$ cat config.mk
export PLATFORM = sky130hd
export DESIGN_NAME = score_sequencer
export DESIGN_NICKNAME = d
export VERILOG_FILES = /design/src/rtl/score_sequencer.sv
export SDC_FILE = /design/constraint.sdc
export NUM_CORES = 1
export LEC_CHECK = 0
export CAP_MARGIN = 10
export CORE_MARGIN = 4
export CORE_UTILIZATION = 45
export CTS_BUF_LIST = sky130_fd_sc_hd__clkbuf_16
export DETAILED_ROUTE_END_ITERATION = 12
export PLACE_DENSITY_LB_ADDON = 0.25
export SLEW_MARGIN = 20
export SYNTH_ARGS = -nofsm -noshare
export SYNTH_HDL_FRONTEND = slang
export SYNTH_SLANG_ARGS = --single-unit
export TNS_END_PERCENT = 1
$ cat constraint.sdc
create_clock -name clk -period 13.85 [get_ports clk]
set_input_delay 3.4625 -clock clk [delete_from_list [all_inputs] [get_ports clk]]
set_output_delay 3.4625 -clock clk [all_outputs]
set_load 0.02 [all_outputs]
$ cat src/rtl/score_sequencer.sv
// score_sequencer: rhythm-game note sequencer; loads goal notes, arbitrates hits vs timeouts, commits scores.
// Ports: clk/rst, start/tick/mod/difficulty run control, chart_* goal handshake,
// hit_* key events, sc_* to/from scoring datapath, total_score/max_combo/level_out/busy/done/failed status.
module score_sequencer #(
  parameter int NUM_W       = 27,
  parameter int CLK_W       = 16,
  parameter int NOTE_W      = 4,
  parameter int MISS_WIN    = 188,
  parameter int FAIL_MISSES = 8
) (
  input  logic              clk,
  input  logic              rst,
  input  logic              start,
  input  logic              tick,
  input  logic [1:0]        mod,
  input  logic [3:0]        difficulty,
  input  logic              chart_valid,
  output logic              chart_ready,
  input  logic [CLK_W-1:0]  chart_time,
  input  logic [NOTE_W-1:0] chart_note,
  input  logic              chart_last,
  input  logic              hit_valid,
  input  logic [NOTE_W-1:0] hit_note,
  output logic [CLK_W-1:0]  sc_clock,
  output logic [NOTE_W-1:0] sc_note,
  output logic [CLK_W-1:0]  sc_goal_clock,
  output logic [NOTE_W-1:0] sc_goal_note,
  output logic [NUM_W-1:0]  sc_last_combo,
  output logic [NUM_W-1:0]  sc_now_cnt,
  output logic [NUM_W-1:0]  sc_last_base_score,
  input  logic [NUM_W-1:0]  sc_base_score,
  input  logic [NUM_W-1:0]  sc_bonus_score,
  input  logic [NUM_W-1:0]  sc_combo,
  input  logic [2:0]        sc_level,
  output logic [NUM_W-1:0]  total_score,
  output logic [NUM_W-1:0]  max_combo,
  output logic [2:0]        level_out,
  output logic              busy,
  output logic              done,
  output logic              failed
);
  localparam int MS_W  = $clog2(FAIL_MISSES + 1);
  localparam int WIN_W = CLK_W + 2;
  typedef enum logic [2:0] {IDLE, LOAD, ARMED, EVAL, DONE, FAIL} state_t;
  state_t state_q, state_d;
  logic [1:0] mod_q, mod_d;
  logic [3:0] diff_q, diff_d;
  logic last_q, last_d;
  logic [CLK_W-1:0] game_time_q, game_time_d;
  logic [MS_W-1:0] miss_q, miss_d, miss_nxt;
  logic [CLK_W-1:0] sc_clock_q, sc_clock_d, sc_goal_clock_q, sc_goal_clock_d;
  logic [NOTE_W-1:0] sc_note_q, sc_note_d, sc_goal_note_q, sc_goal_note_d;
  logic [NUM_W-1:0] sc_last_combo_q, sc_last_combo_d, sc_now_cnt_q, sc_now_cnt_d;
  logic [NUM_W-1:0] sc_last_base_score_q, sc_last_base_score_d;
  logic [NUM_W-1:0] total_score_q, total_score_d, max_combo_q, max_combo_d;
  logic [2:0] level_q, level_d;
  logic busy_q, busy_d, done_q, done_d, failed_q, failed_d, chart_ready_q, chart_ready_d;
  logic [WIN_W-1:0] win, gt_ext, goal_ext;
  logic [NUM_W:0] base_sum;
  logic [NUM_W+1:0] total_sum;
  logic hit_ok, timeout, miss, fail_now;
  always_comb begin
    win       = WIN_W'(MISS_WIN) - WIN_W'(diff_q) * WIN_W'(3);
    gt_ext    = WIN_W'(game_time_q);
    goal_ext  = WIN_W'(sc_goal_clock_q);
    hit_ok    = hit_valid && (gt_ext + win > goal_ext);
    timeout   = gt_ext >= goal_ext + win;
    base_sum  = {1'b0, sc_last_base_score_q} + {1'b0, sc_base_score};
    total_sum = {2'b0, total_score_q} + {2'b0, sc_base_score} + {2'b0, sc_bonus_score};
    miss      = sc_base_score == '0;
    // streak saturates so No Fail runs with long miss runs never wrap back to zero
    miss_nxt  = !miss ? '0 : (miss_q == MS_W'(FAIL_MISSES)) ? miss_q : miss_q + 1'b1;
    fail_now  = miss && mod_q != 2'b01 && miss_nxt >= MS_W'(FAIL_MISSES);
    state_d              = state_q;
    mod_d                = mod_q;
    diff_d               = diff_q;
    last_d               = last_q;
    miss_d               = miss_q;
    sc_clock_d           = sc_clock_q;
    sc_note_d            = sc_note_q;
    sc_goal_clock_d      = sc_goal_clock_q;
    sc_goal_note_d       = sc_goal_note_q;
    sc_last_combo_d      = sc_last_combo_q;
    sc_now_cnt_d         = sc_now_cnt_q;
    sc_last_base_score_d = sc_last_base_score_q;
    total_score_d        = total_score_q;
    max_combo_d          = max_combo_q;
    level_d              = level_q;
    game_time_d          = (tick && busy_q && game_time_q != '1) ? game_time_q + 1'b1 : game_time_q;
    case (state_q)
      IDLE, DONE, FAIL: if (start) begin
        state_d              = LOAD;
        mod_d                = mod;
        diff_d               = difficulty;
        game_time_d          = '0;
        miss_d               = '0;
        total_score_d        = '0;
        max_combo_d          = '0;
        sc_last_combo_d      = '0;
        sc_now_cnt_d         = '0;
        sc_last_base_score_d = '0;
      end
      LOAD: if (chart_valid) begin
        state_d         = ARMED;
        sc_goal_clock_d = chart_time;
        sc_goal_note_d  = chart_note;
        last_d          = chart_last;
      end
      ARMED: if (hit_ok || timeout) begin
        state_d    = EVAL;
        sc_clock_d = game_time_q;
        // a timeout forces a note mismatch so the datapath scores it as a miss
        sc_note_d  = hit_ok ? hit_note : ~sc_goal_note_q;
      end
      EVAL: begin
        state_d              = fail_now ? FAIL : last_q ? DONE : LOAD;
        miss_d               = miss_nxt;
        sc_last_base_score_d = base_sum[NUM_W] ? '1 : base_sum[NUM_W-1:0];
        total_score_d        = |total_sum[NUM_W+1:NUM_W] ? '1 : total_sum[NUM_W-1:0];
        sc_last_combo_d      = sc_combo;
        max_combo_d          = sc_combo > max_combo_q ? sc_combo : max_combo_q;
        sc_now_cnt_d         = sc_now_cnt_q == '1 ? sc_now_cnt_q : sc_now_cnt_q + 1'b1;
        level_d              = sc_level;
      end
      default: state_d = IDLE;
    endcase
    busy_d        = state_d == LOAD || state_d == ARMED || state_d == EVAL;
    done_d        = state_d == DONE;
    failed_d      = state_d == FAIL;
    chart_ready_d = state_d == LOAD;
  end
  always_ff @(posedge clk) begin
    if (rst) begin
      state_q              <= IDLE;
      mod_q                <= '0;
      diff_q               <= '0;
      last_q               <= 1'b0;
      game_time_q          <= '0;
      miss_q               <= '0;
      sc_clock_q           <= '0;
      sc_note_q            <= '0;
      sc_goal_clock_q      <= '0;
      sc_goal_note_q       <= '0;
      sc_last_combo_q      <= '0;
      sc_now_cnt_q         <= '0;
      sc_last_base_score_q <= '0;
      total_score_q        <= '0;
      max_combo_q          <= '0;
      level_q              <= 3'd1;
      busy_q               <= 1'b0;
      done_q               <= 1'b0;
      failed_q             <= 1'b0;
      chart_ready_q        <= 1'b0;
    end else begin
      state_q              <= state_d;
      mod_q                <= mod_d;
      diff_q               <= diff_d;
      last_q               <= last_d;
      game_time_q          <= game_time_d;
      miss_q               <= miss_d;
      sc_clock_q           <= sc_clock_d;
      sc_note_q            <= sc_note_d;
      sc_goal_clock_q      <= sc_goal_clock_d;
      sc_goal_note_q       <= sc_goal_note_d;
      sc_last_combo_q      <= sc_last_combo_d;
      sc_now_cnt_q         <= sc_now_cnt_d;
      sc_last_base_score_q <= sc_last_base_score_d;
      total_score_q        <= total_score_d;
      max_combo_q          <= max_combo_d;
      level_q              <= level_d;
      busy_q               <= busy_d;
      done_q               <= done_d;
      failed_q             <= failed_d;
      chart_ready_q        <= chart_ready_d;
    end
  end
  assign chart_ready        = chart_ready_q;
  assign sc_clock           = sc_clock_q;
  assign sc_note            = sc_note_q;
  assign sc_goal_clock      = sc_goal_clock_q;
  assign sc_goal_note       = sc_goal_note_q;
  assign sc_last_combo      = sc_last_combo_q;
  assign sc_now_cnt         = sc_now_cnt_q;
  assign sc_last_base_score = sc_last_base_score_q;
  assign total_score        = total_score_q;
  assign max_combo          = max_combo_q;
  assign level_out          = level_q;
  assign busy               = busy_q;
  assign done               = done_q;
  assign failed             = failed_q;
endmodule

# == Yosys cells after proc, flatten, opt, wreduce, memory -nomap -nowiden ==
# Cells that the tools add are included.
# totals
ff_bits,212
word_cells,95
input_bits,121
# op_classes
n_eq_ne,17
mul,1
bitwise,1
n_reduce_logical,19
add_sub_neg,9
order_cmp,4
muxes,24
# ops
op,count
$pmux W27 S2,5
$mux W27,5
$add A27 B27 Y28,2
$mux W16,3
$add A17 B9 Y18,2
$add A28 B27 Y29,1
$add A27 B1 Y27 const B,1
$eq A27 B27 Y1 const B,1
$gt A27 B27 Y1,1
$logic_not A27 Y1,1
$ge A16 B18 Y1,1
$gt A18 B16 Y1,1
$add A16 B1 Y16 const B,1
$mux W4,4
$ne A16 B16 Y1 const B,1
$mux W3,5
$eq A3 B2 Y1 const B,4
$eq A3 B3 Y1 const B,4
$pmux W3 S4,1
$sub A8 B6 Y9 const A,1
$pmux W4 S2,1
$reduce_and A2 Y1,4
$eq A3 B1 Y1 const B,2
$mul A4 B2 Y6 const B,1
other kinds (13),22

# == Depth between registers and ports, before layout ==
# depth
ltp_word,11
depth_mapped,24
mapped_depth_nobuf,22

# == Worst setup path after synthesis ==
# Ideal clock, no wire load.
# synth_timing
kind,in2reg
startpoint,input port sc_base_score[10]
endpoint,register total_score_q[21] (netlist: total_score[21])
arrival_time_ps,5975
setup_ps,155
slack_ps,7720
cell_stages,11
cell_sequence,fa_1 > ha_1 > a21o_1 > nor3_1 > nand3_1 > nand3_1 > a211oi_1 > or4b_1 > nand2_2 > buf_2 > a41oi_1
# synth_between
elab_chain_cells,5
# synth_rtl
element,line,source
"start, declared",31,"input logic [NUM_W-1:0] sc_base_score,"
$add A27 B27 Y28 (*),69,"total_sum = {2'b0, total_score_q} + {2'b0, sc_base_score} + {2'b0, sc_bonus_score};"
$add A28 B27 Y29 (*),69,
$reduce_or A2 Y1,119,total_score_d = |total_sum[NUM_W+1:NUM_W] ? '1 : total_sum[NUM_W-1:0];
$mux W27 (*),119,
$pmux W27 S2 (*),90,case (state_q)
"end signal, assigned",168,total_score_q <= total_score_d;
"end, declared",55,"logic [NUM_W-1:0] total_score_q, total_score_d, max_combo_q, max_combo_d;"
# Every way passes the cells marked *; elsewhere a longest branch is shown, timed or not.
# A chain may end at the register's enable or synchronous reset.

# == Worst setup path in the final report ==
# layout_timing
startpoint,input port sc_base_score[12]
endpoint,register total_score_q[3] (netlist: total_score[3])
# layout_between
elab_chain_cells,5
# layout_rtl
element,line
$add A27 B27 Y28,69
$add A28 B27 Y29,69
$reduce_or A2 Y1,119
$mux W27,119
$pmux W27 S2,90
# Every way passes these cells.

==> run_results.csv <==
group,metric,value,unit
detailed_routing,drtIter0Drc,677,
grt,global_route.overflow_total,0,
power_and_ir_drop,switching_share_of_total_power,29.8,%
setup_path,critPathLaunchType,"input pin",
clock_tree,tritoncts,"built",
power_and_ir_drop,netSwitchingPower,0.000498,W
timing,finalHoldViolations,0,
clock_tree,ctsHoldBuffers,0,
setup_path,cp_max_fo,26,
detailed_routing,via_density,5.66,
clock_tree,root_buffer,"sky130_fd_sc_hd__clkbuf_16",
detailed_routing,routed_wirelength,42.7,mm
placed_design,place.port_buffers,302,
layout,final_core_utilization,58.5,%
timing,worst_slew_margin_rel,31.5,%
clock_tree,postCtsResizedCells,0,
timing,setup_total_negative_slack,0,ns
setup_path,cp_data_required_time,14.20,ns
clock_tree,clkSlewWorstSetupHoldPaths,0.06,ns
job,max_cap_violations,0,
detailed_routing,drc,0,
detailed_routing,first_pass_iters,5,
grt,grt_pass1_wl,69.2,mm
floorplan,chipWidth,186,um
placed_design,gp_congestion,0.928,
yosys,postSynth.asyncResetShare,0,%
yosys,netlist_area,14300,um^2
power_and_ir_drop,share_seq_of_total_power,38.1,%
floorplan,core,31500,um^2
timing,finClkSkew,0.0159,ns
placed_design,dp.final_hpwl,32.4,mm
power_and_ir_drop,power-per-cell-area,90.6,nW/um^2
yosys,synthesis.area_per_instance,8.50,um^2
clock_tree,clock_path_buffers,3,
yosys,synth-warning-count,0,
clock_tree,numCtsBuffers,26,
power_and_ir_drop,power.combinational.fraction,22.6,%
power_and_ir_drop,vdd_ir_drop_max,0.0910,mV
timing,final.min_clock_period,6.74,ns
floorplan,placement_rows,65,
clock_tree,cts_htree_levels,1,
timing,setup_repair_after_global_routing_missed_its_margin,"no",
grt,grt_antenna_before_repair,2,
setup_path,worstPathArrival,7.08,ns
yosys,synthCells,1684,
floorplan,pin_count,303,
yosys,postSynthRegisterBits,212,
layout,number_of_nets_in_the_layout,2231,
layout,layout_commonest_cell,"sky130_fd_sc_hd__clkdlybuf4s50_1",
setup_path,critical_path_capture_point_type,"flip-flop",
clock_tree,postCtsSetupBuffers,0,
detailed_routing,postRouteAntennaNets,0,
floorplan,dieArea,34700,um^2
detailed_routing,detail_route.wl_per_cell,18.0,um
floorplan,initial_core_utilization,45.5,%
clock_tree,insertion_delay,0.53,ns
grt,grt_use_total,23.6,%
yosys,synth-seq-area-share,29.6,%
power_and_ir_drop,p_int,0.00117,W
timing,clock.fmax,148,MHz
yosys,edff_count_synth,0,
power_and_ir_drop,total_leakage_power,7.14,nW
hold_path,min-delay-path-class,"reg -> reg",
yosys,yosys.cell_types.count,81,
timing,final-setup-viol-count,0,
grt,first_global_vias,13288,
timing,finalCritPeriodShare,48.6,%
layout,final_layout_size_suffix_gt1_share,6.78,%
floorplan,floorplan.die.height,186,um
yosys,syn_nets,1971,
timing,slew_violations,0,
timing,worstMarginPinSlew,1.03,ns
grt,grt_max_degree,90,
power_and_ir_drop,power.share.clock,39.3,%
clock_tree,numClockSinks,212,
layout,layout.cells.most_common_list,"sky130_fd_sc_hd__clkdlybuf4s50_1, sky130_fd_sc_hd__dfxtp_1, sky130_fd_sc_hd__a21oi_1, sky130_fd_sc_hd__nor2_1",
run_status,outcome,"finished clean",
detailed_routing,routed-via-count,13385,
setup_path,worst-setup-path-type,"in -> reg",
yosys,dominantRegCellSynth,"sky130_fd_sc_hd__dfxtp_1",
layout,area_added_between_synthesis_and_finish,28.6,%
==> worst max-delay path, cell delays in order <==
cell and delay (ns):
sky130_fd_sc_hd__clkdlybuf4s50_1 0.58, sky130_fd_sc_hd__fa_1 0.57, sky130_fd_sc_hd__ha_1 0.38, sky130_fd_sc_hd__a211oi_1 0.26
sky130_fd_sc_hd__o21bai_1 0.14, sky130_fd_sc_hd__a31oi_1 0.28, sky130_fd_sc_hd__a211oi_1 0.13, sky130_fd_sc_hd__or4b_1 0.56
sky130_fd_sc_hd__nand2_2 0.49, sky130_fd_sc_hd__a311oi_1 0.21
==> area by class of cell <==
cell class                 instances  area (um^2)
clock buffer                      27          676
timing repair buffer             314         3130
clock inverter                    19          144
tap                              402          503
multi-input combinational       1290         9340
sequential                       212         4240
fill                            2800        13100
antenna                            2         5.00
inverter                         100          375
==> stage by stage <==
| stage | cell area [um^2] | cells | power (W) | hold slack [ns] | worst slack (ns) |
|---|---|---|---|---|---|
| after floorplan | 14300 | 1684 | 0.000896 | 0.431 | 7.72 |
| after global placement | 17600 | 2317 | 0.00102 | 0.443 | 6.73 |
| after detailed placement | 17600 | 2317 | 0.00102 | 0.449 | 6.64 |
| after CTS | 18400 | 2363 | 0.00169 | 0.458 | 7.18 |
| after global routing | 18400 | 2366 | 0.00176 | 0.483 | 6.84 |
| final | 18400 | 2366 | 0.00167 | 0.460 | 7.11 |
==> path summary, 6_finish.rpt <==
kind | slack (ns) | startpoint | cells past startpoint | end
worst max-delay path | 7.11 | sc_base_score[12] | 10 | total_score[3]$_SDFFE_PP0P_
worst min-delay path | 0.46 | mod_q[1]$_SDFFE_PP0P_ | 2 | mod_q[1]$_SDFFE_PP0P_
worst max register to register | 8.62 | diff_q[2]$_SDFFE_PP0P_ | 20 | sc_note[0]$_SDFFE_PP0P_
worst min register to register | 0.46 | mod_q[1]$_SDFFE_PP0P_ | 2 | mod_q[1]$_SDFFE_PP0P_
==> metal layers <==
layer | global-route usage, % | share of wire [%] | vias up
met5 | 0 | 0 | -
met4 | 7.03 | 3.4 | 0
met3 | 5.44 | 7.0 | 84
met2 | 38.3 | 45 | 408
met1 | 31.7 | 45 | 6333
li1 | - | - | 6560
==> power groups by stage <==
stage | registers (W) | logic (W) | clock network [W]
after floorplan | 0.000656 | 0.000239 | 0
after global placement | 0.000648 | 0.000369 | 0
after detailed placement | 0.000648 | 0.000374 | 0
after CTS | 0.000635 | 0.000376 | 0.000674
after global routing | 0.000636 | 0.000421 | 0.000699
final | 0.000635 | 0.000378 | 0.000656
==> sequential cells by signal, summed over array words and instances (netlist names), 16 cells and up <==
signal              cells
game_time_q            16
max_combo              27
sc_clock               16
sc_goal_clock          16
sc_last_base_score     27
sc_last_combo          27
sc_now_cnt             27
total_score            27
==> cells by family (layout without fill, tap and decap cells) <==
group / Yosys count / count (layout) / synth area share, %
xor gates and xnor gates: 105 / 105 / 6.42
adders and majority gates: 166 / 166 / 16.1
muxes: 30 / 30 / 2.33
AOI/OAI and AO/OA: 458 / 458 / 21.8
and+or+nand+nor: 531 / 531 / 18.4
other: 0 / 2 / 0
buffers and inverters: 182 / 460 / 5.28
DFF: 212 / 212 / 29.6
==> synth_stat cells, drive strengths merged (23+ instances only) <==
master  number  area (um^2)
nor3        23          130
ha         135         1690
o211ai      29          273
nor3b       28          215
a21oi      178          895
fa          31          621
clkbuf      56          210
dfxtp      212         4240
xnor2       56          490
nand3       52          260
xor2        49          429
a21o        44          330
buf         26          170
inv        100          375
nand4       24          163
nand2      137          517
mux2        27          304
a22oi       31          233
o21ai       43          215
nor2       165          619
a311oi      36          384
(Power assumes the default switching activity.)
